## config.mk

```make
export PLATFORM = sky130hd
export DESIGN_NAME = jedro_1_irq_ctrl
export DESIGN_NICKNAME = d
export VERILOG_FILES = /design/src/rtl/jedro_1_defines.sv /design/src/rtl/jedro_1_sync2.sv /design/src/rtl/jedro_1_irq_ctrl.sv
export SDC_FILE = /design/constraint.sdc
export NUM_CORES = 1
export LEC_CHECK = 0
export ABC_CLOCK_PERIOD_IN_PS = 2600
export BUFFER_PORTS_ARGS = -buffer_cell sky130_fd_sc_hd__buf_2
export CORE_AREA = 8 8 76 78
export DETAILED_ROUTE_END_ITERATION = 8
export DIE_AREA = 0 0 84 86
export PLACE_DENSITY = 0.78
export SLEW_MARGIN = 0
export SYNTH_ARGS = -nofsm -noshare
export SYNTH_HDL_FRONTEND = slang
export SYNTH_SLANG_ARGS = --single-unit
```

## constraint.sdc

```tcl
create_clock -name clk_i -period 2.6 [get_ports clk_i]
set_input_delay 0.52 -clock clk_i [delete_from_list [all_inputs] [get_ports clk_i]]
set_output_delay 0.52 -clock clk_i [all_outputs]
set_load 0.01 [all_outputs]
```

## src/rtl/jedro_1_defines.sv

```systemverilog
// Shared definitions for the jedro_1 interrupt entry path: mcause codes,
// the interrupt controller state encoding and the cause priority helper.
package jedro_1_defines;

    localparam logic [4:0] CSR_MCAUSE_M_SW_IRQ    = 5'd3;
    localparam logic [4:0] CSR_MCAUSE_M_TIMER_IRQ = 5'd7;
    localparam logic [4:0] CSR_MCAUSE_M_EXT_IRQ   = 5'd11;

    typedef enum logic [1:0] {
        IRQ_IDLE  = 2'd0,
        IRQ_DRAIN = 2'd1,
        IRQ_TAKE  = 2'd2,
        IRQ_HOLD  = 2'd3
    } irq_ctrl_state_e;

    // pend is {ext, sw, timer}; external beats software beats timer
    function automatic logic [4:0] irq_code(input logic [2:0] pend);
        if (pend[2])      return CSR_MCAUSE_M_EXT_IRQ;
        else if (pend[1]) return CSR_MCAUSE_M_SW_IRQ;
        else              return CSR_MCAUSE_M_TIMER_IRQ;
    endfunction

endpackage

```

## src/rtl/jedro_1_sync2.sv

```systemverilog
// Two-flop synchronizer for level signals crossing into clk_i; flops clear
// to 0 on the asynchronous reset.
module jedro_1_sync2 #(
    parameter int WIDTH = 1
) (
    input  logic             clk_i,
    input  logic             rst_i,
    input  logic [WIDTH-1:0] d_i,
    output logic [WIDTH-1:0] q_o
);

    logic [WIDTH-1:0] meta_d, meta_q;
    logic [WIDTH-1:0] sync_d, sync_q;

    always_comb begin
        meta_d = d_i;
        sync_d = meta_q;
    end

    always_ff @(posedge clk_i or posedge rst_i) begin
        if (rst_i) begin
            meta_q <= '0;
            sync_q <= '0;
        end else begin
            meta_q <= meta_d;
            sync_q <= sync_d;
        end
    end

    assign q_o = sync_q;

endmodule

```

## src/rtl/jedro_1_irq_ctrl.sv

```systemverilog
// Machine-mode interrupt entry scheduler: qualify, drain, take, hold.
// Define JEDRO_1_IRQ_SYNC_EN to pass the irq lines through 2-flop synchronizers.
module jedro_1_irq_ctrl
    import jedro_1_defines::*;
#(
    parameter int DATA_WIDTH    = 32,
    parameter int DRAIN_TIMEOUT = 16
) (
    input  logic                  clk_i,
    input  logic                  rst_i,
    input  logic                  sw_irq_i,
    input  logic                  timer_irq_i,
    input  logic                  ext_irq_i,
    input  logic                  mstatus_mie_i,
    input  logic                  mie_msie_i,
    input  logic                  mie_mtie_i,
    input  logic                  mie_meie_i,
    input  logic                  pipe_empty_i,
    input  logic [DATA_WIDTH-1:0] next_pc_i,
    input  logic                  exception_i,
    input  logic                  mret_i,
    output logic                  stall_o,
    output logic                  irq_take_o,
    output logic [DATA_WIDTH-1:0] irq_cause_o,
    output logic [DATA_WIDTH-1:0] irq_epc_o,
    output logic                  drain_timeout_o
);

    localparam int CNT_W = $clog2(DRAIN_TIMEOUT);

    logic [2:0] irq_lines;
    logic [2:0] irq_lines_s;
    logic [2:0] pend;

    assign irq_lines = {ext_irq_i, sw_irq_i, timer_irq_i};

`ifdef JEDRO_1_IRQ_SYNC_EN
    jedro_1_sync2 #(
        .WIDTH(3)
    ) u_sync (
        .clk_i(clk_i),
        .rst_i(rst_i),
        .d_i  (irq_lines),
        .q_o  (irq_lines_s)
    );
`else
    assign irq_lines_s = irq_lines;
`endif

    assign pend = irq_lines_s & {mie_meie_i, mie_msie_i, mie_mtie_i} & {3{mstatus_mie_i}};

    irq_ctrl_state_e       state_d, state_q;
    logic [CNT_W-1:0]      cnt_d, cnt_q;
    logic                  stall_d, stall_q;
    logic                  take_d, take_q;
    logic [DATA_WIDTH-1:0] cause_d, cause_q;
    logic [DATA_WIDTH-1:0] epc_d, epc_q;
    logic                  tmo_d, tmo_q;

    always_comb begin
        state_d = state_q;
        cnt_d   = '0;
        cause_d = cause_q;
        epc_d   = epc_q;
        tmo_d   = tmo_q;
        unique case (state_q)
            IRQ_IDLE: begin
                if (|pend && !exception_i && !mret_i) state_d = IRQ_DRAIN;
            end
            IRQ_DRAIN: begin
                if (exception_i || mret_i || pend == 3'b000) begin
                    state_d = IRQ_IDLE;
                end else if (pipe_empty_i) begin
                    state_d                 = IRQ_TAKE;
                    cause_d                 = '0;
                    cause_d[DATA_WIDTH-1]   = 1'b1;
                    cause_d[4:0]            = irq_code(pend);
                    epc_d                   = next_pc_i;
                end else if (cnt_q == CNT_W'(DRAIN_TIMEOUT - 1)) begin
                    state_d = IRQ_IDLE;
                    tmo_d   = 1'b1;
                end else begin
                    cnt_d = cnt_q + CNT_W'(1);
                end
            end
            IRQ_TAKE: state_d = IRQ_HOLD;
            // stay until the CSR write clearing MIE is visible, so we cannot re-enter
            IRQ_HOLD: begin
                if (!mstatus_mie_i) state_d = IRQ_IDLE;
            end
            default: state_d = IRQ_IDLE;
        endcase
        stall_d = (state_d == IRQ_DRAIN) || (state_d == IRQ_TAKE);
        take_d  = (state_d == IRQ_TAKE);
    end

    always_ff @(posedge clk_i or posedge rst_i) begin
        if (rst_i) begin
            state_q <= IRQ_IDLE;
            cnt_q   <= '0;
            stall_q <= 1'b0;
            take_q  <= 1'b0;
            cause_q <= '0;
            epc_q   <= '0;
            tmo_q   <= 1'b0;
        end else begin
            state_q <= state_d;
            cnt_q   <= cnt_d;
            stall_q <= stall_d;
            take_q  <= take_d;
            cause_q <= cause_d;
            epc_q   <= epc_d;
            tmo_q   <= tmo_d;
        end
    end

    assign stall_o         = stall_q;
    assign irq_take_o      = take_q;
    assign irq_cause_o     = cause_q;
    assign irq_epc_o       = epc_q;
    assign drain_timeout_o = tmo_q;

endmodule

```

Yosys cells after proc, flatten, opt, wreduce, memory -nomap -nowiden:

Index checks and enable logic that the tools add are counted.

* bits in read-only memories: 0
* bits of input ports: 44
* bits in latches: 0
* memories kept: 0
* bits in writable memories: 0
* bits in registers: 47

* eq/ne operators: 6
* multiplexer cells: 12
* multiply operators: 0
* div/mod/pow operators: 0
* bitwise gates (word level): 4
* order comparisons: 0
* reduce and logical (&&, ||, !) cells: 12
* $add $sub $neg: 1
* shift operators: 0

Operators by type and width (number)
* $mux W4: 5
* $mux W2: 5
* $pmux W2 S4: 1
* $and A3 B3 Y3: 2
* $eq A2 B2 Y1 const B: 3
* $add A4 B1 Y4 const B: 1
* $eq A2 B1 Y1 const B: 2
* $eq A4 B4 Y1 const B: 1
* $reduce_and A4 Y1: 1
* $logic_not A3 Y1: 1
* $logic_or A1 B1 Y1: 3
* $mux W3: 1
* $reduce_and A3 Y1: 1
* $reduce_or A3 Y1: 1
* $logic_and A1 B1 Y1: 2
* $logic_not A1 Y1: 2
* $logic_not A2 Y1: 1
* $not A1 Y1: 2

Logic depth before layout (Yosys ltp):

Gate-level depths: netlist of run 1.

* depth in word-level cells: 9
* mapped depth: 7
* mapped depth without buffers: 6

Least setup slack after synthesis of run 1:

No wires, ideal clock.

* kind: input port to flip-flop
* from: input exception_i
* to: register epc_q[0] (netlist: irq_epc_o[0])
* path buffers: 2
* setup slack: 0.399 ns
* arrival: 2.076 ns
* cell stages on the path: 5
* cells stage by stage: or4b_1 clkbuf_2 nor3_4 buf_6 mux2_2

* word-level cells in the longest chain between the ends: 4

RTL lines
* start, declared: RTL line jedro_1_irq_ctrl.sv:20 `input logic exception_i,`
* $logic_or A1 B1 Y1 (2 in a row): RTL line jedro_1_irq_ctrl.sv:71 `if (exception_i || mret_i || pend == 3'b000) begin`
* $not A1 Y1 (no source line)
* $reduce_and A3 Y1 (no source line)
* end signal, assigned: RTL line jedro_1_irq_ctrl.sv:112 `epc_q <= epc_d;`
* end, declared: RTL line jedro_1_irq_ctrl.sv:57 `logic [DATA_WIDTH-1:0] epc_d, epc_q;`

Every way passes these cells.
A chain may end at the register's enable or synchronous reset.

Worst setup path after layout of run 1:

* from: register state_q[1]
* to: register epc_q[27] (netlist: irq_epc_o[27])

* word-level cells in the longest chain between the ends: 2

RTL lines
* start, declared: RTL line jedro_1_irq_ctrl.sv:52 `irq_ctrl_state_e state_d, state_q;`
* start signal, assigned: RTL line jedro_1_irq_ctrl.sv:107 `state_q <= state_d;`
* $eq A2 B1 Y1: RTL line jedro_1_irq_ctrl.sv:66 `unique case (state_q)`
* $reduce_and A3 Y1 (no source line)

Every way passes these cells.

==> flow_summary.toml, run 1 <==
[min_path]
worst_hold_path_type = "in -> async"

[critical_path]
path_max_fanout = 16
critical_path.max_stage_delay_ns = 0.62
crit_path_top_delay_cell = "sky130_fd_sc_hd__or4b_1"
cp_data_required_time_ns = 2.77
end_kind = "flop"
worst-endpoint-arrival_ns = 2.21
critPathBufInv = 1
path_class = "reg -> reg"
path_cells = "or4b_1 -> nor3_4 -> buf_4 -> mux2_2"
worst_setup_path_start_kind = "flop"
worst_path_dominant_cell_family = "simple AND/OR/NAND/NOR gates"

[synthesis]
yosys.cell_types.count = 30
syn-instance-count = 145
synth-seq-area-share_pct = 56.30
synth_area_per_cell_sq_um = 13.49
synth_top_area_cell = "sky130_fd_sc_hd__dfrtp_1"
ys_seq_elements = 44
yosysTopAreaCellShare_pct = 56.30
ys.warnings.count = 0
yosys-top-cells-area = "sky130_fd_sc_hd__dfrtp_1 56%, sky130_fd_sc_hd__mux2_2 18%, sky130_fd_sc_hd__buf_4 11%, sky130_fd_sc_hd__buf_6 1.7%, sky130_fd_sc_hd__ha_1 1.3%"
netlist_area_sq_um = 1956

[clock_network]
clk_root_buffer_cell = "sky130_fd_sc_hd__clkbuf_8"
worst_skew_pair_later_pin_latency_ns = 0.28
ctsResizeCount = 0
clock_path_buffers = 2
cts_setup_buffers = 0
clock-sinks = 44
htreeDepth = 2
total_clock_buffers_created_by_cts = 5
clkSlewWorstSetupHoldPaths_ns = 0.08
cts_hold_buf = 0
tritoncts = "built"

[detailed_routing]
route.detailed.wl_per_inst_microns = 13.72
wirelength_mm = 3.938
drc = 0
detailedRoute.firstIterationViolations = 44
route.vias.total = 1290
detail-route-antenna-nets = 0
drt-vias-per-instance = 4.495
drtPass1Iterations = 4

[floorplan]
die_y_microns = 86
dieWidth_microns = 84
start_util_pct = 42.53
rows = 25
boundaryPins = 111
dieArea_sq_um = 7224
core_sq_um = 4598

[global_route]
initial_antenna_violation_count = 0
grt_max_degree = 45
first_pass_grt_wire_length_mm = 6.589
grt_util_all_layers_pct = 11.05
grt.overflow.total = 0
grt_pass1_vias = 1426

[pwr]
cellPowerDensity_nw_per_um2 = 643.7
leakagePower_nw = 1.413
total_chip_power_mw = 1.554
peakVddDrop_mv = 0.3219

[sta]
rsz0062_at_grt = "no"
max-slew-margin-rel_pct = 39.91
fin_worst_skew_ns = 0.004399
finalSetupViolations = 0
maxClockFrequency_mhz = 491.2
count_of_final_hold_check_violations = 0
slew_viol_final = 0
fin_crit_share_pct = 78.30
tightestPinTransition_ns = 0.9000
totalNegativeSetupSlack_ns = 0
finalCriticalPeriod_ns = 2.036

[final_layout]
diodes = 0
fillers = 428
area_of_the_multi_input_gates_sq_um = 673.1
nNetsFinal = 278
final_common_cell = "sky130_fd_sc_hd__buf_2"
drive_gt1_share_pct = 55.79
regArea_sq_um = 1101
most-common-layout-cells = "83 x sky130_fd_sc_hd__buf_2, 44 x sky130_fd_sc_hd__dfrtp_1, 32 x sky130_fd_sc_hd__mux2_2, 27 x sky130_fd_sc_hd__conb_1, 6 x sky130_fd_sc_hd__clkbuf_8"
areaGrowthSynthToFinish_pct = 23.48

[placement]
port_buffers = 83
hpwl_reported_at_the_end_of_detailed_placement_mm = 3.169
routabilityCongestion = 0.6879

[outcome]
run_status = "complete, no violations"

[job]
number_of_max_cap_violations = 0
[Yosys cell counts, drive strengths merged]
master  number
mux2        32
a31oi        1
buf         32
or2          1
nand2        3
a22oi        1
xnor2        1
dfrtp       44
o31a         1
ha           2
o32ai        1
nand2b       2
a222oi       1
o21ai        1
conb         1
or4          1
clkbuf       1
a21o         1
a21oi        1
or4b         1
o32a         1
nor2         3
o31ai        1
a311oi       1
o21bai       1
inv          6
nor3         2
nand3        1
[routing by layer]
metal | track usage [%] | vias up | share of wire [%]
met5 | 0 | - | 0
met4 | 3.768 | 0 | 0.79
met3 | 6.730 | 4 | 12
met2 | 18.95 | 57 | 51
met1 | 10.71 | 615 | 37
li1 | - | 614 | -
[where the power goes]
| group | internal, mW | switching, mW |
|---|---|---|
| Clock | 0.212 | 0.207 |
| Sequential | 0.774 | 0.0400 |
| Combinational | 0.154 | 0.168 |
| Total | 1.14 | 0.415 |
[final timing paths]
check | from | to | slack [ns] | depth (start not counted)
max | state_q[1] | irq_epc_o[27] | 0.56 | 4
max reg2reg | state_q[1] | irq_epc_o[27] | 0.56 | 4
max in group asynchronous | rst_i | irq_epc_o[26] | 1.61 | 2
min in group clk_i | next_pc_i[13] | irq_epc_o[13] | 0.46 | 2
min | rst_i | irq_epc_o[22] | 0.43 | 2
min reg2reg | drain_timeout_o | drain_timeout_o | 0.48 | 1
[cells by family (layout without fill, tap and decap cells)]
group                      count (synthesis)  in the layout  share of synthesized area, %
buffers and inverters                     39            101                         14.27
xor gates and xnor gates                   1              1                        0.4479
other                                      1             27                        0.1918
AOI/OAI and AO/OA                         12             12                         4.735
and+or+nand+nor                           14             14                         4.351
muxes                                     32             32                         18.43
DFF                                       44             44                         56.30
adders and majority gates                  2              2                         1.279
[worst register-to-register path, stage by stage, from the launching register on]
cell and delay (ns):
sky130_fd_sc_hd__dfrtp_1 0.38, sky130_fd_sc_hd__or4b_1 0.62, sky130_fd_sc_hd__nor3_4 0.28, sky130_fd_sc_hd__buf_4 0.28, sky130_fd_sc_hd__mux2_2 0.36
[state kept, by name (all words and copies together), names as in the netlist]
signal,flops
irq_cause_o,3
state_q,2
drain_timeout_o,1
cnt_q,4
irq_epc_o,32
stall_o,1
irq_take_o,1
[stage by stage]
step / setup WS (ns) / hold slack [ns] / area (sq um) / utilization [%] / std cells
5_1_grt: 0.4659 / 0.4428 / 2415 / 52.52 / 287
4_1_cts: 0.5542 / 0.4526 / 2415 / 52.52 / 287
2_1_floorplan: 0.3994 / 0.4556 / 2053 / - / 171
3_5_place_dp: 0.2616 / 0.4635 / 2322 / 50.50 / 279
3_3_place_gp: 0.2908 / 0.4591 / 2322 / 50.50 / 279
6_report: 0.5641 / 0.4318 / 2415 / 52.52 / 287
[layout make-up]
type	count	share of cell area [%]
Clock buffer	6	3.420
Clock inverter	2	0.4145
Inverter	6	0.9326
Multi-Input combinational cell	88	27.88
Sequential cell	44	45.60
Tap cell	54	2.798
Timing Repair Buffer	87	18.96
Power figures use the tool's default switching activity.
==> inputs of run 2 (changes only) <==
Settings changed: ABC_AREA from default to 1, ABC_CLOCK_PERIOD_IN_PS 2600 to 1810, CORE_AREA 8 8 76 78 to 8 8 82 84, DIE_AREA 0 0 84 86 to 0 0 90 92, PLACE_DENSITY 0.78 to 0.74.
Clock period 2.6 ns to 1.81 ns, I/O delays scaled along.
==> run 2 against run 1 <==
Routed wire length up 34%. Hold slack worse by 0.35 ns. Sequential power is 82% higher. Clock-buffer cell count rose by 1. Largest power group unchanged. Highest routed layer unchanged.
==> flow_summary.toml, run 2 <==
[floorplan]
die_y_microns = 92
boundaryPins = 111
core_sq_um = 5405
start_util_pct = 39.33
rows = 27
dieWidth_microns = 90
dieArea_sq_um = 8280

[synthesis]
asyncSetResetFlopFracSynth_pct = 100.0
synth-seq-area-share_pct = 51.80
synth_top_cells_by_count = "78 x sky130_fd_sc_hd__nand2_1, 44 x sky130_fd_sc_hd__dfrtp_1, 35 x sky130_fd_sc_hd__nand4_1, 29 x sky130_fd_sc_hd__buf_4, 12 x sky130_fd_sc_hd__inv_1"
yosysTopAreaCellShare_pct = 51.80
synth_top_area_cell = "sky130_fd_sc_hd__dfrtp_1"
netlist_area_sq_um = 2126
synth-main-ff-cell = "sky130_fd_sc_hd__dfrtp_1"
yosys.cell_types.count = 20
synth_area_per_cell_sq_um = 8.932
synthMostInstantiatedCell = "sky130_fd_sc_hd__nand2_1"
ys_seq_elements = 44
syn-instance-count = 238
post_synth_edffs = 0
yosys-top-cells-area = "sky130_fd_sc_hd__dfrtp_1 52%, sky130_fd_sc_hd__nand2_1 14%, sky130_fd_sc_hd__nand4_1 10%, sky130_fd_sc_hd__buf_4 10%, sky130_fd_sc_hd__buf_2 2.1%"
ys.warnings.count = 0

[final_layout]
most-common-layout-cells = "83 x sky130_fd_sc_hd__buf_2, 78 x sky130_fd_sc_hd__nand2_1, 44 x sky130_fd_sc_hd__dfrtp_1, 35 x sky130_fd_sc_hd__nand4_1, 27 x sky130_fd_sc_hd__conb_1"
drive_gt1_share_pct = 32.82
largest_register_ffs = 32
diodes = 0
areaGrowthSynthToFinish_pct = 24.72
nNetsFinal = 368
finalNonFillerCells = 395
fillers = 544
final_common_cell = "sky130_fd_sc_hd__buf_2"

[pwr]
p_switching_mw = 1.154
seq_power_share_pct = 43.7
cellPowerDensity_nw_per_um2 = 1274
switching_power_share_of_the_total_pct = 34.19
peakVddDrop_mv = 0.5858
leakagePower_nw = 1.605
power_report.internal_total_mw = 2.222
power.share.combinational_pct = 32.4
clockPowerShare_pct = 23.9

[detailed_routing]
route.vias.total = 1797
route.detailed.wl_per_inst_microns = 13.40
drc = 0
detail-route-antenna-nets = 0
wirelength_mm = 5.293
detailedRoute.firstIterationViolations = 69
drt-vias-per-instance = 4.549
drtPass1Iterations = 4

[outcome]
run_status = "complete, no violations"

[clock_network]
clock-sinks = 44
worst_skew_pair_later_pin_latency_ns = 0.29
cts_hold_buf = 0
tritoncts = "built"
htreeDepth = 2
total_clock_buffers_created_by_cts = 5
clkSlewWorstSetupHoldPaths_ns = 0.08
cts_setup_buffers = 0
clock_path_buffers = 2
ctsResizeCount = 0
clk_root_buffer_cell = "sky130_fd_sc_hd__clkbuf_8"

[critical_path]
worst-endpoint-arrival_ns = 1.71
path_class = "reg -> reg"
critical_path.max_stage_delay_ns = 0.41
crit_path_top_delay_cell = "sky130_fd_sc_hd__dfrtp_1"
path_max_fanout = 4
end_kind = "flop"
cp_data_required_time_ns = 2.00
path_cells = "ha_1 -> nand2_1 -> nor2_1 -> nor2_1 -> nor2_1 -> nor2_1 -> nor2_1 -> ha_1 -> inv_1"
worst_setup_path_start_kind = "flop"
critPathMostFrequentCell = "sky130_fd_sc_hd__nor2_1"

[sta]
maxClockFrequency_mhz = 657.6
totalNegativeSetupSlack_ns = 0
fin_crit_share_pct = 84.02
fin_worst_skew_ns = 0.005662
rsz0062_at_grt = "no"
count_of_final_hold_check_violations = 0
finalSetupViolations = 0
slew_viol_final = 0
finalCriticalPeriod_ns = 1.521

[global_route]
grt_max_degree = 37
initial_antenna_violation_count = 0
grt.overflow.total = 0
grt_pass1_vias = 1977
grt_util_all_layers_pct = 13.24
first_pass_grt_wire_length_mm = 9.232

[placement]
routabilityCongestion = 0.7483
place_inst = 387
port_buffers = 83
hpwl_reported_at_the_end_of_detailed_placement_mm = 4.070

[job]
number_of_max_cap_violations = 0

[min_path]
worst_hold_path_type = "in -> async"
==> run 2: cell types whose count changed after synthesis, sizes merged, moves of 2 or more <==
cell	before	now
buf	32	41
inv	6	12
mux2	32	0
nand2	3	78
nand2b	2	0
nand3	1	9
nand4	0	35
nor2	3	11
==> run 2: path summary, 6_finish.rpt <==
kind / endpoint / startpoint / cells after the start / slack [ns]
worst max-delay path: stall_o / cnt_q[0] / 9 / 0.29
worst min-delay path: irq_epc_o[23] / rst_i / 2 / 0.08
worst max register to register: stall_o / cnt_q[0] / 9 / 0.29
worst min register to register: irq_epc_o[30] / irq_epc_o[30] / 2 / 0.47
max in group asynchronous: irq_epc_o[10] / rst_i / 3 / 1.24
min in group clk_i: irq_epc_o[5] / next_pc_i[5] / 3 / 0.31
==> run 2: area by class of cell <==
class	count	area, sq um	area share (%)
timing repair buffer	92	508.0	19.16
clock buffer	7	96.34	3.634
inverter	12	45.04	1.699
clock inverter	1	30.03	1.133
tap	72	90.09	3.398
sequential	44	1101	41.53
multi-input combinational	167	780.7	29.45
==> run 2: power by group through the flow <==
stage | registers [mW] | logic, mW | clock network (mW)
after global placement | 1.48 | 1.10 | 0
after CTS | 1.48 | 1.12 | 0.828
after floorplan | 1.63 | 0.504 | 0
after global routing | 1.52 | 1.24 | 0.865
after detailed placement | 1.49 | 1.12 | 0
final | 1.48 | 1.09 | 0.808
==> run 2: cells by family (layout without fill, tap and decap cells) <==
| group | count (synthesis) | count (layout) | share of synthesized area (%) |
|---|---|---|---|
| AND/OR/NAND/NOR | 135 | 135 | 29.96 |
| buffers and inverters | 53 | 112 | 16.07 |
| flip-flops | 44 | 44 | 51.80 |
| AO/OA/AOI/OAI | 3 | 3 | 0.8237 |
| adder cells (fa/ha/maj) | 2 | 2 | 1.177 |
| other | 1 | 27 | 0.1764 |
==> run 2: worst max-delay path, delay by kind of cell, from the launching register on <==
family / cells / cell delay (ns)
fa+ha+maj: 2 / 0.50
buf+inv: 1 / 0.03
flops: 1 / 0.41
simple gates: 6 / 0.49
==> run 2: per-layer routing <==
| layer | wire (microns) | part of all wire (%) | global-route usage [%] | vias up |
|---|---|---|---|---|
| li1 | - | - | - | 895 |
| met1 | 2323 | 44 | 15.12 | 829 |
| met2 | 2564 | 48 | 22.82 | 69 |
| met3 | 345 | 6.5 | 4.319 | 4 |
| met4 | 60 | 1.1 | 4.577 | 0 |
| met5 | 0 | 0 | 0 | - |
==> run 2: through the flow <==
step | hold slack (ns) | cell area (sq um) | power, mW | utilization (%) | worst slack, ns
global route | 0.1048 | 2651 | 3.632 | 49.05 | 0.1496
floorplan | 0.4638 | 2223 | 2.138 | - | 0.3987
finish | 0.08068 | 2651 | 3.377 | 49.05 | 0.2893
detailed placement | 0.4083 | 2525 | 2.616 | 46.71 | 0.3028
global placement | 0.4131 | 2525 | 2.582 | 46.71 | 0.3379
CTS | 0.08966 | 2651 | 3.429 | 49.05 | 0.2915
